File: config.mk
export PLATFORM = sky130hd
export DESIGN_NAME = conv_sequencer
export DESIGN_NICKNAME = d
export VERILOG_FILES = /design/src/rtl/analog_ctrl_pkg.sv /design/src/rtl/phase_timer.sv /design/src/rtl/conv_sequencer.sv
export SDC_FILE = /design/constraint.sdc
export NUM_CORES = 1
export LEC_CHECK = 0
export CAP_MARGIN = 25
export CORE_AREA = 2 2 78 87
export CTS_CLUSTER_DIAMETER = 80
export DETAILED_ROUTE_END_ITERATION = 8
export DIE_AREA = 0 0 80 89
export DONT_BUFFER_PORTS = 1
export GPL_TIMING_DRIVEN = 1
export HOLD_SLACK_MARGIN = 0.02
export PLACE_DENSITY_LB_ADDON = 0.25
export SYNTH_ARGS = -nofsm -noshare
export SYNTH_HDL_FRONTEND = slang
export SYNTH_HIERARCHICAL = 1
export SYNTH_SLANG_ARGS = --single-unit
File: constraint.sdc
create_clock -name clk_i -period 2.9 [get_ports clk_i]
set_clock_uncertainty 0.1 [all_clocks]
set_input_delay 0.145 -clock clk_i [delete_from_list [all_inputs] [get_ports clk_i]]
set_output_delay 0.145 -clock clk_i [all_outputs]
set_load 0.02 [all_outputs]
File: src/rtl/analog_ctrl_pkg.sv
// -----------------------------------------------------------------------------
// analog_ctrl_pkg
// Shared definitions for the dual-slope conversion sequencer:
//   - state_e : FSM state encoding used by conv_sequencer
//   - ERR_*   : result error codes driven on err_o (code 3 is reserved)
//   - is_result_state() : true for states that present a result to the host
// -----------------------------------------------------------------------------
package analog_ctrl_pkg;

  typedef enum logic [2:0] {
    ST_IDLE      = 3'd0,
    ST_WAIT_REF  = 3'd1,
    ST_AUTOZERO  = 3'd2,
    ST_INTEGRATE = 3'd3,
    ST_DEINT     = 3'd4,
    ST_DONE      = 3'd5,
    ST_FAULT     = 3'd6
  } state_e;

  localparam logic [1:0] ERR_NONE = 2'd0;
  localparam logic [1:0] ERR_REF  = 2'd1;
  localparam logic [1:0] ERR_OVR  = 2'd2;

  function automatic logic is_result_state(input state_e s);
    return (s == ST_DONE) || (s == ST_FAULT);
  endfunction

endpackage

File: src/rtl/phase_timer.sv
// -----------------------------------------------------------------------------
// phase_timer
// Loadable CNT_WIDTH up/down counter used to time every sequencer phase.
// Ports:
//   clk_i      : clock, rising edge
//   rst_i      : synchronous active-low reset, clears the count
//   load_i     : load load_val_i (has priority over counting)
//   load_val_i : value to load
//   en_i       : count enable
//   up_i       : 1 = increment, 0 = decrement
//   cnt_o      : current count
//   tc_o       : terminal-count flag, high when the count is zero
// -----------------------------------------------------------------------------
module phase_timer #(
  parameter int CNT_WIDTH = 16
) (
  input  logic                 clk_i,
  input  logic                 rst_i,
  input  logic                 load_i,
  input  logic [CNT_WIDTH-1:0] load_val_i,
  input  logic                 en_i,
  input  logic                 up_i,
  output logic [CNT_WIDTH-1:0] cnt_o,
  output logic                 tc_o
);

  logic [CNT_WIDTH-1:0] cnt_q;

  always_ff @(posedge clk_i) begin
    if (!rst_i) begin
      cnt_q <= '0;
    end else if (load_i) begin
      cnt_q <= load_val_i;
    end else if (en_i) begin
      if (up_i) cnt_q <= cnt_q + 1'b1;
      else      cnt_q <= cnt_q - 1'b1;
    end
  end

  assign cnt_o = cnt_q;
  assign tc_o  = (cnt_q == '0);

endmodule

File: src/rtl/conv_sequencer.sv
// -----------------------------------------------------------------------------
// conv_sequencer
// Dual-slope ADC conversion sequencer: waits for the reference, auto-zeroes,
// integrates the input for a fixed time, then de-integrates against the
// reference of opposite polarity while counting clocks until the comparator
// crosses. The count, input sign and an error code are presented through a
// valid/ready handshake.
//
// Ports:
//   clk_i          : clock, rising edge
//   rst_i          : synchronous active-low reset (same effect as abort_i)
//   comp_i         : comparator output (1 = integrator above zero)
//   sat_hi_i/lo_i  : integrator saturation flags
//   ref_ok_i       : reference voltage good
//   start_i        : start a conversion (accepted only in IDLE)
//   abort_i        : cancel, return to IDLE next cycle (highest priority)
//   az_sw_o        : auto-zero switch
//   int_sw_o       : signal-integrate switch
//   ref_pos_o      : positive reference switch (de-integrate a negative input)
//   ref_neg_o      : negative reference switch (de-integrate a positive input)
//   busy_o         : not in IDLE
//   result_valid_o : result available (DONE or FAULT)
//   result_ready_i : host accepts result
//   count_o        : de-integrate clock count (0 on fault)
//   sign_o         : input polarity latched at end of integrate (1 = positive)
//   err_o          : ERR_NONE / ERR_REF / ERR_OVR
//
// Build option: define CONV_SAT_ABORT_EN to treat sat_hi_i/sat_lo_i during
// INTEGRATE or DEINT as an overrange fault. Without it those inputs are
// ignored and overrange is detected only by the DEINT_MAX limit.
//
// All outputs are registered from the next state, so every output lines up
// with the state register cycle for cycle.
// -----------------------------------------------------------------------------
module conv_sequencer
  import analog_ctrl_pkg::*;
#(
  parameter int CNT_WIDTH   = 16,
  parameter int AZ_CYCLES   = 2000,
  parameter int INT_CYCLES  = 10000,
  parameter int DEINT_MAX   = 20000,
  parameter int REF_TIMEOUT = 4095
) (
  input  logic                 clk_i,
  input  logic                 rst_i,
  input  logic                 comp_i,
  input  logic                 sat_hi_i,
  input  logic                 sat_lo_i,
  input  logic                 ref_ok_i,
  input  logic                 start_i,
  input  logic                 abort_i,
  output logic                 az_sw_o,
  output logic                 int_sw_o,
  output logic                 ref_pos_o,
  output logic                 ref_neg_o,
  output logic                 busy_o,
  output logic                 result_valid_o,
  input  logic                 result_ready_i,
  output logic [CNT_WIDTH-1:0] count_o,
  output logic                 sign_o,
  output logic [1:0]           err_o
);

  // Down-counted phases load N-1 so that the phase lasts exactly N clocks
  // (the terminal cycle is the one where the count reads zero).
  localparam logic [CNT_WIDTH-1:0] REF_LOAD   = CNT_WIDTH'(REF_TIMEOUT - 1);
  localparam logic [CNT_WIDTH-1:0] AZ_LOAD    = CNT_WIDTH'(AZ_CYCLES - 1);
  localparam logic [CNT_WIDTH-1:0] INT_LOAD   = CNT_WIDTH'(INT_CYCLES - 1);
  // Last DEINT cycle: incrementing past it would reach DEINT_MAX.
  localparam logic [CNT_WIDTH-1:0] DEINT_LAST = CNT_WIDTH'(DEINT_MAX - 1);

  state_e               state_q, state_d;
  logic                 sign_q, sign_d;
  logic [CNT_WIDTH-1:0] res_count_q, res_count_d;
  logic                 res_sign_q, res_sign_d;
  logic [1:0]           res_err_q, res_err_d;

  logic az_sw_q, int_sw_q, ref_pos_q, ref_neg_q, busy_q, valid_q;

  logic                 tmr_load, tmr_en, tmr_up, tmr_tc;
  logic [CNT_WIDTH-1:0] tmr_val, tmr_cnt;
  logic                 sat_fault;

  phase_timer #(
    .CNT_WIDTH (CNT_WIDTH)
  ) u_timer (
    .clk_i      (clk_i),
    .rst_i      (rst_i),
    .load_i     (tmr_load),
    .load_val_i (tmr_val),
    .en_i       (tmr_en),
    .up_i       (tmr_up),
    .cnt_o      (tmr_cnt),
    .tc_o       (tmr_tc)
  );

`ifdef CONV_SAT_ABORT_EN
  assign sat_fault = (sat_hi_i || sat_lo_i) &&
                     ((state_q == ST_INTEGRATE) || (state_q == ST_DEINT));
`else
  logic unused_sat;
  assign unused_sat = sat_hi_i | sat_lo_i;
  assign sat_fault  = 1'b0;
`endif

  always_comb begin
    state_d     = state_q;
    sign_d      = sign_q;
    res_count_d = res_count_q;
    res_sign_d  = res_sign_q;
    res_err_d   = res_err_q;
    tmr_load    = 1'b0;
    tmr_val     = '0;
    tmr_en      = 1'b0;
    tmr_up      = 1'b0;

    case (state_q)
      ST_IDLE: begin
        if (start_i) begin
          state_d  = ST_WAIT_REF;
          tmr_load = 1'b1;
          tmr_val  = REF_LOAD;
        end
      end
      ST_WAIT_REF: begin
        if (ref_ok_i) begin
          state_d  = ST_AUTOZERO;
          tmr_load = 1'b1;
          tmr_val  = AZ_LOAD;
        end else if (tmr_tc) begin
          state_d     = ST_FAULT;
          res_count_d = '0;
          res_sign_d  = 1'b0;
          res_err_d   = ERR_REF;
        end else begin
          tmr_en = 1'b1;
        end
      end
      ST_AUTOZERO: begin
        if (tmr_tc) begin
          state_d  = ST_INTEGRATE;
          tmr_load = 1'b1;
          tmr_val  = INT_LOAD;
        end else begin
          tmr_en = 1'b1;
        end
      end
      ST_INTEGRATE: begin
        if (tmr_tc) begin
          state_d  = ST_DEINT;
          sign_d   = comp_i;
          tmr_load = 1'b1;
          tmr_val  = '0;
        end else begin
          tmr_en = 1'b1;
        end
      end
      ST_DEINT: begin
        // A crossing is checked before the limit so that a crossing on the
        // final allowed cycle still yields a valid result.
        if (comp_i != sign_q) begin
          state_d     = ST_DONE;
          res_count_d = tmr_cnt;
          res_sign_d  = sign_q;
          res_err_d   = ERR_NONE;
        end else if (tmr_cnt == DEINT_LAST) begin
          state_d     = ST_FAULT;
          res_count_d = '0;
          res_sign_d  = 1'b0;
          res_err_d   = ERR_OVR;
        end else begin
          tmr_en = 1'b1;
          tmr_up = 1'b1;
        end
      end
      ST_DONE, ST_FAULT: begin
        if (result_ready_i) state_d = ST_IDLE;
      end
      default: state_d = ST_IDLE;
    endcase

    if (sat_fault) begin
      state_d     = ST_FAULT;
      res_count_d = '0;
      res_sign_d  = 1'b0;
      res_err_d   = ERR_OVR;
    end

    if (abort_i) state_d = ST_IDLE;

    // The payload is only meaningful while a result is offered.
    if (state_d == ST_IDLE) begin
      sign_d      = 1'b0;
      res_count_d = '0;
      res_sign_d  = 1'b0;
      res_err_d   = ERR_NONE;
    end
  end

  always_ff @(posedge clk_i) begin
    if (!rst_i) begin
      state_q     <= ST_IDLE;
      sign_q      <= 1'b0;
      res_count_q <= '0;
      res_sign_q  <= 1'b0;
      res_err_q   <= ERR_NONE;
      az_sw_q     <= 1'b0;
      int_sw_q    <= 1'b0;
      ref_pos_q   <= 1'b0;
      ref_neg_q   <= 1'b0;
      busy_q      <= 1'b0;
      valid_q     <= 1'b0;
    end else begin
      state_q     <= state_d;
      sign_q      <= sign_d;
      res_count_q <= res_count_d;
      res_sign_q  <= res_sign_d;
      res_err_q   <= res_err_d;
      az_sw_q     <= (state_d == ST_AUTOZERO);
      int_sw_q    <= (state_d == ST_INTEGRATE);
      ref_neg_q   <= (state_d == ST_DEINT) &&  sign_d;
      ref_pos_q   <= (state_d == ST_DEINT) && !sign_d;
      busy_q      <= (state_d != ST_IDLE);
      valid_q     <= is_result_state(state_d);
    end
  end

  assign az_sw_o        = az_sw_q;
  assign int_sw_o       = int_sw_q;
  assign ref_pos_o      = ref_pos_q;
  assign ref_neg_o      = ref_neg_q;
  assign busy_o         = busy_q;
  assign result_valid_o = valid_q;
  assign count_o        = res_count_q;
  assign sign_o         = res_sign_q;
  assign err_o          = res_err_q;

endmodule

==> results of run 1 <==
==> worst max-delay path, cell delays in order (launching register included) <==
cell	delay, ns
dfxtp_1	0.32
buf_4	0.15
nor4_1	0.38
and4_1	0.41
nor2b_1	0.22
nand2_1	0.10
nand2_1	0.24
nor2_1	0.15
nand2_1	0.22
nor2_1	0.08
a211o_1	0.28
==> report_power, final <==
part	total (mW)	switching, mW	internal [mW]
registers	0.654	0.0152	0.639
logic	0.441	0.243	0.198
clock network	0.464	0.214	0.251
total	1.56	0.472	1.09
==> registers in the layout, summed over array words and instances, names as in the netlist <==
name / flops
int_sw_o: 1
state_q: 3
sign_q: 1
sign_o: 1
count_o: 16
ref_pos_o: 1
busy_o: 1
result_valid_o: 1
err_o: 2
az_sw_o: 1
u_timer/cnt_o: 16
ref_neg_o: 1
==> what timing repair did <==
item | 4_1_cts | 5_1_grt
buffers inserted | 0 | 1
endpoints found under the hold margin | 12 | 0
gates resized for setup | 1 | 9
setup endpoints to repair | 1 | 6
pin swaps | 0 | 6
hold buffers | 2 | 0
==> through the flow <==
| stage | std cells | TNS (ns) | utilization (%) | hold slack (ns) | worst slack, ns |
|---|---|---|---|---|---|
| CTS | 453 | 0 | 52.9 | 0.0753 | 0.0302 |
| floorplan | 337 | 0 | - | 0.221 | 0.0949 |
| global placement | 444 | 0 | 50.8 | 0.188 | 0.0861 |
| finish | 454 | 0 | 53.6 | 0.0831 | 0.145 |
| detailed placement | 444 | 0 | 50.8 | 0.185 | 0.0317 |
| global route | 454 | -0.0482 | 53.6 | 0.111 | -0.0248 |
==> Yosys cell counts (2+ instances only) <==
cell type | instances | area [µm²]
a211o_1 | 2 | 17.5
a211oi_1 | 5 | 37.5
a21o_1 | 4 | 30.0
a21oi_1 | 30 | 150
a21oi_2 | 2 | 17.5
a22oi_1 | 16 | 120
and2_1 | 4 | 25.0
and3_1 | 8 | 50.1
and4_1 | 2 | 17.5
and4b_1 | 2 | 20.0
buf_2 | 6 | 30.0
clkbuf_1 | 8 | 30.0
dfxtp_1 | 45 | 901
ha_1 | 15 | 188
inv_1 | 14 | 52.6
mux2i_1 | 3 | 30.0
nand2_1 | 24 | 90.1
nand3_1 | 7 | 35.0
nand4_1 | 3 | 18.8
nor2_1 | 40 | 150
nor2b_1 | 8 | 50.1
nor3_1 | 5 | 25.0
nor4_1 | 6 | 37.5
o211ai_1 | 2 | 15.0
o21a_1 | 4 | 30.0
o21ai_0 | 9 | 45.0
o21ai_1 | 4 | 20.0
o21bai_1 | 4 | 30.0
o22ai_1 | 5 | 31.3
o32ai_1 | 2 | 17.5
or3_1 | 3 | 18.8
xnor2_1 | 4 | 35.0
xor2_1 | 5 | 43.8
==> cell type report <==
type | instances | area (µm²) | share of cell area [%]
Clock buffer | 5 | 68.8 | 2.09
Clock inverter | 2 | 35.0 | 1.06
Inverter | 16 | 62.6 | 1.90
Multi-Input combinational cell | 260 | 1770 | 53.5
Sequential cell | 45 | 902 | 27.4
Tap cell | 80 | 100 | 3.04
Timing Repair Buffer | 46 | 363 | 11.0
==> kinds of logic after synthesis <==
| group | count (synthesis) |
|---|---|
| flip-flops | 45 |
| multiplexers | 4 |
| XOR/XNOR | 9 |
| AO/OA/AOI/OAI | 102 |
| other | 1 |
| adder cells (fa/ha/maj) | 17 |
| buffers and inverters | 32 |
| AND/OR/NAND/NOR | 125 |
==> path summary, 6_finish.rpt <==
check / startpoint / depth (start not counted) / to / slack, ns
worst max-delay path: u_timer/cnt_o[14] / 10 / u_timer/cnt_o[15] / 0.14
worst min-delay path: rst_i / 3 / state_q[1] / 0.08
worst max register to register: u_timer/cnt_o[14] / 10 / u_timer/cnt_o[15] / 0.14
worst min register to register: sign_o / 2 / sign_o / 0.47
==> per-layer routing <==
metal,wire [µm],GRT usage [%]
met5,0,0
met4,161,8.17
met3,429,3.84
met2,3660,38.2
met1,3160,26.4
==> metrics.yaml, run 1 <==
outcome: "completed"
startpoint_type: "register"
first_global_vias: 2515
vias: 2609
antenna_found_initial: 0
layout-drive-gt1-share_pct: 19.8
critPathKind: "reg2reg"
cts_root_buffer: "clkbuf_8"
grt_max_degree: 22
overflow: 0
endpoint_kind: "register"
rows: 30
synth_top_family_by_area: "compound AO/OA/AOI/OAI gates"
maxCapViolations: 0
n_fill_cell: 599
max_freq_mhz: 363
area_delta_synth_final_pct: 19.9
grt_pass1_wl_um: 11900
htreeDepth: 2
mostFrequentLayoutCells: "dfxtp_1, buf_4, nor2_1"
mappedNetlistArea_mm2: 0.00275
cts.clk_slew.worst_paths_ns: 0.09
period_share_pct: 95.0
dpl-instance-area_mm2: 0.00313
max_slew_margin_pct: 62.7
firstDrtPassIters: 4
drcViolationCount: 0
max-vdd-ir-drop_v: 0.000382
ios: 34
start_util_pct: 44.7
cts_sinks: 45
port-buffer-count: 0
yosys.area_share.simple_pct: 24.6
synth-seq-cells: 45
syn-mean-instance-area_um2: 8.21
final_nets: 399
final_common_cell: "dfxtp_1"
rsz0062_at_grt: "yes"
gp_congestion: 0.860
ys_seq_area_share_pct: 32.8
synthDistinctLibCells: 67
leakage_nw: 1.36
cp.arrival_ns: 2.85
ys_warn_count: 6
synth-edff-count: 0
drt-total-wl_um: 7420
die_area_mm2: 0.00712
fp.coreArea_mm2: 0.00616
postRouteAntennaNets: 0
powerDensity_mw_per_mm2: 473
avgRoutedWirePerCell_um: 16.3
fp.dieH_um: 89
hold_violations: 0
setup_viol: 0
antenna_cells: 0
worstMarginPinSlew_ns: 0.552
drv_slew: 0
cts_max_path_buffers: 2
hold_path_class: "in2reg"
syn_inst: 335
p_total_mw: 1.56
viasPerCell: 5.75
drtIter0Drc: 148
critPathMaxFanout: 7
die_x_um: 80
cts_tree: "done"
synth_xor_area_share_pct: 2.87
crit_required_ns: 2.99
grt_usage_pct: 21.7
synthAdderAreaFrac_pct: 7.92
synth.area.mux_share_pct: 1.50
place.detailed.hpwl_um: 5680
clk_latency_ns: 0.30
synth_flop_cell: "dfxtp_1"
period_minus_slack_ns: 2.76
synth-compound-area-share_pct: 25.4
async_reset_ff_share_pct: 0
design_area_mm2: 0.00330
cts_inserted_buffers: 5
No activity file was read; power rests on OpenSTA's default activity.
==> run 2: changes to the inputs <==
--- a/config.mk
+++ b/config.mk
@@ -8,4 +8,5 @@
 export CAP_MARGIN = 25
 export CORE_AREA = 2 2 78 87
+export CTS_BUF_LIST = sky130_fd_sc_hd__clkbuf_8
 export CTS_CLUSTER_DIAMETER = 80
 export DETAILED_ROUTE_END_ITERATION = 8
==> constraint.sdc (replaced) <==
create_clock -name clk_i -period 2.9 [get_ports clk_i]
set_clock_uncertainty 0.1 [all_clocks]
set_input_delay 0.29 -clock clk_i [delete_from_list [all_inputs] [get_ports clk_i]]
set_output_delay 0.29 -clock clk_i [all_outputs]
set_load 0.02 [all_outputs]
==> run 2 against run 1 <==
Against the previous run: register-to-register slack about the same; worst hold slack got worse by 0.052 ns; clock power decreased by 12%; maximum frequency increased by 0.10%; largest cell class unchanged; global-route usage decreased by 0.15 points; non-clock buffer count increased by 2; cell count increased by 0.88%; critical path depth increased by 2; sequential cell count unchanged; count of clock-buffer cells in the layout unchanged; setup slack improved by 0.0028 ns.
==> metrics.yaml, run 2 (synthesized netlist as in run 1, its figures left out) <==
cp.arrival_ns: 2.85  # about the same
max_slew_margin_pct: 60.8  # -1.9 points
final_common_cell: "buf_4"
hold_depth: 2  # -1
n_fill_cell: 593  # -1.0%
grt_max_degree: 22  # unchanged
vias: 2642  # +1.3%
die_x_um: 80  # unchanged
port-buffer-count: 0  # unchanged
cpMaxStageDelayCell: "dfxtp_1"
hold_violations: 0  # unchanged
area_delta_synth_final_pct: 23.7
place.detailed.hpwl_um: 5530  # -2.6%
ios: 34  # unchanged
maxCapViolations: 0  # unchanged
crit_required_ns: 3.00  # about the same
avgRoutedWirePerCell_um: 16.8  # +2.8%
cts_root_buffer: "clkbuf_8"
htreeDepth: 2  # unchanged
die_area_mm2: 0.00712  # unchanged
rows: 30  # unchanged
firstDrtPassIters: 4  # unchanged
clk_latency_ns: 0.31  # about the same
cts.clk_slew.worst_paths_ns: 0.10  # about the same
drcViolationCount: 0  # unchanged
cts_inserted_buffers: 5  # unchanged
grt_usage_pct: 21.5  # -0.15 points
layout-drive-gt1-share_pct: 23.8  # +4.0 points
gp_congestion: 0.879  # +2.2%
cts_tree: "done"
setup_viol: 0  # unchanged
leakage_nw: 1.38  # +1.7%
overflow: 0  # unchanged
startpoint_type: "register"
fin_ws_ns: 0.147  # +0.00280 ns
outcome: "completed"
max-vdd-ir-drop_v: 0.000330  # -14%
final_nets: 402  # +0.75%
viasPerCell: 5.77  # +0.38%
cts_sinks: 45  # unchanged
reg2reg_slack_ns: 0.15  # about the same
period_share_pct: 94.9  # -0.097 points
antenna_found_initial: 0  # unchanged
critPathKind: "reg2reg"
start_util_pct: 44.7  # unchanged
max_freq_mhz: 363  # +0.10%
period_minus_slack_ns: 2.75  # -0.00280 ns
mostFrequentLayoutCells: "buf_4, dfxtp_1, nor2_1"
worstMarginPinSlew_ns: 0.580  # +0.0283 ns
drtIter0Drc: 139  # -6.1%
drt-total-wl_um: 7690  # +3.7%
endpoint_kind: "register"
grt_pass1_wl_um: 12100  # +1.8%
path_cells: "and4b_1 -> nand4_1 -> nor2b_4 -> clkinv_4 -> buf_6 -> ha_1 -> and3_1 -> nand2_2 -> a211oi_2 -> nor3_2 -> nor4_1 -> a211o_1"
powerDensity_mw_per_mm2: 453  # -4.2%
critPathMaxFanout: 5  # -2
max_stage_delay_ns: 0.33  # -0.08 ns
fin_hold_ws_ns: 0.0309  # -0.0522 ns
drv_slew: 0  # unchanged
fp.dieH_um: 89  # unchanged
cts_max_path_buffers: 2  # unchanged
first_global_vias: 2517  # +0.080%
fp.coreArea_mm2: 0.00616  # unchanged
antenna_cells: 0  # unchanged
postRouteAntennaNets: 0  # unchanged
dpl_worst_slack_ns: 0.0457  # +0.0140 ns
hold_path_class: "in2reg"
rr_worst_depth: 12  # +2
## run 2: area by class of cell
type,instances,area [µm²],share of cell area [%]
multi-input combinational,260,1850,54.4
sequential,45,902,26.5
timing repair buffer,48,379,11.2
tap,80,100,2.94
clock buffer,5,68.8,2.02
inverter,16,65.1,1.91
clock inverter,3,25.0,0.736
timing repair inverter,1,8.76,0.258
## run 2: metrics by stage
stage	std cells	utilization (%)	TNS, ns	power [mW]	cell area [µm²]
floorplan	337	-	0	0.965	2760
global placement	446	50.9	0	1.09	3130
detailed placement	446	50.9	0	1.10	3130
CTS	455	52.5	0	1.51	3230
global route	458	55.2	-0.00295	1.61	3400
finish	458	55.2	0	1.54	3400
## run 2: where the power goes
part | switching [mW] | total, mW | leakage [nW] | internal (mW)
Combinational | 0.260 | 0.479 | 0.969 | 0.219
Clock | 0.235 | 0.409 | 0.0447 | 0.174
Sequential | 0.0130 | 0.652 | 0.366 | 0.639
Total | 0.508 | 1.54 | 1.38 | 1.03
## run 2: final timing paths
kind | start | endpoint
max | u_timer/cnt_o[0] | u_timer/cnt_o[15]
min | rst_i | u_timer/cnt_o[8]
max reg2reg | u_timer/cnt_o[0] | u_timer/cnt_o[15]
min reg2reg | sign_q | sign_q
## run 2: metal layers
metal  GRT usage (%)  wire length, µm  vias to the layer above  part of all wire (%)
li1                -                -                     1306                     -
met1            27.0             3390                     1262                    44
met2            38.8             3880                       64                    50
met3            3.23              322                       10                   4.2
met4            5.39               99                        0                   1.3
met5               0                0                        -                     0
## run 2: repair_timing
item | 4_1_cts | 5_1_grt
buffers inserted | 0 | 2
hold buffers | 1 | 0
hold endpoints to repair | 3 | 0
endpoints found under the setup margin | 0 | 7
gates resized for setup | 0 | 27
## run 2: worst max-delay path, delay by kind of cell, from the launching register on
kind            cells  cell delay [ns]
simple gates        7             1.31
fa+ha+maj           1             0.29
buf+inv             2             0.28
flops               1             0.33
compound gates      2             0.32
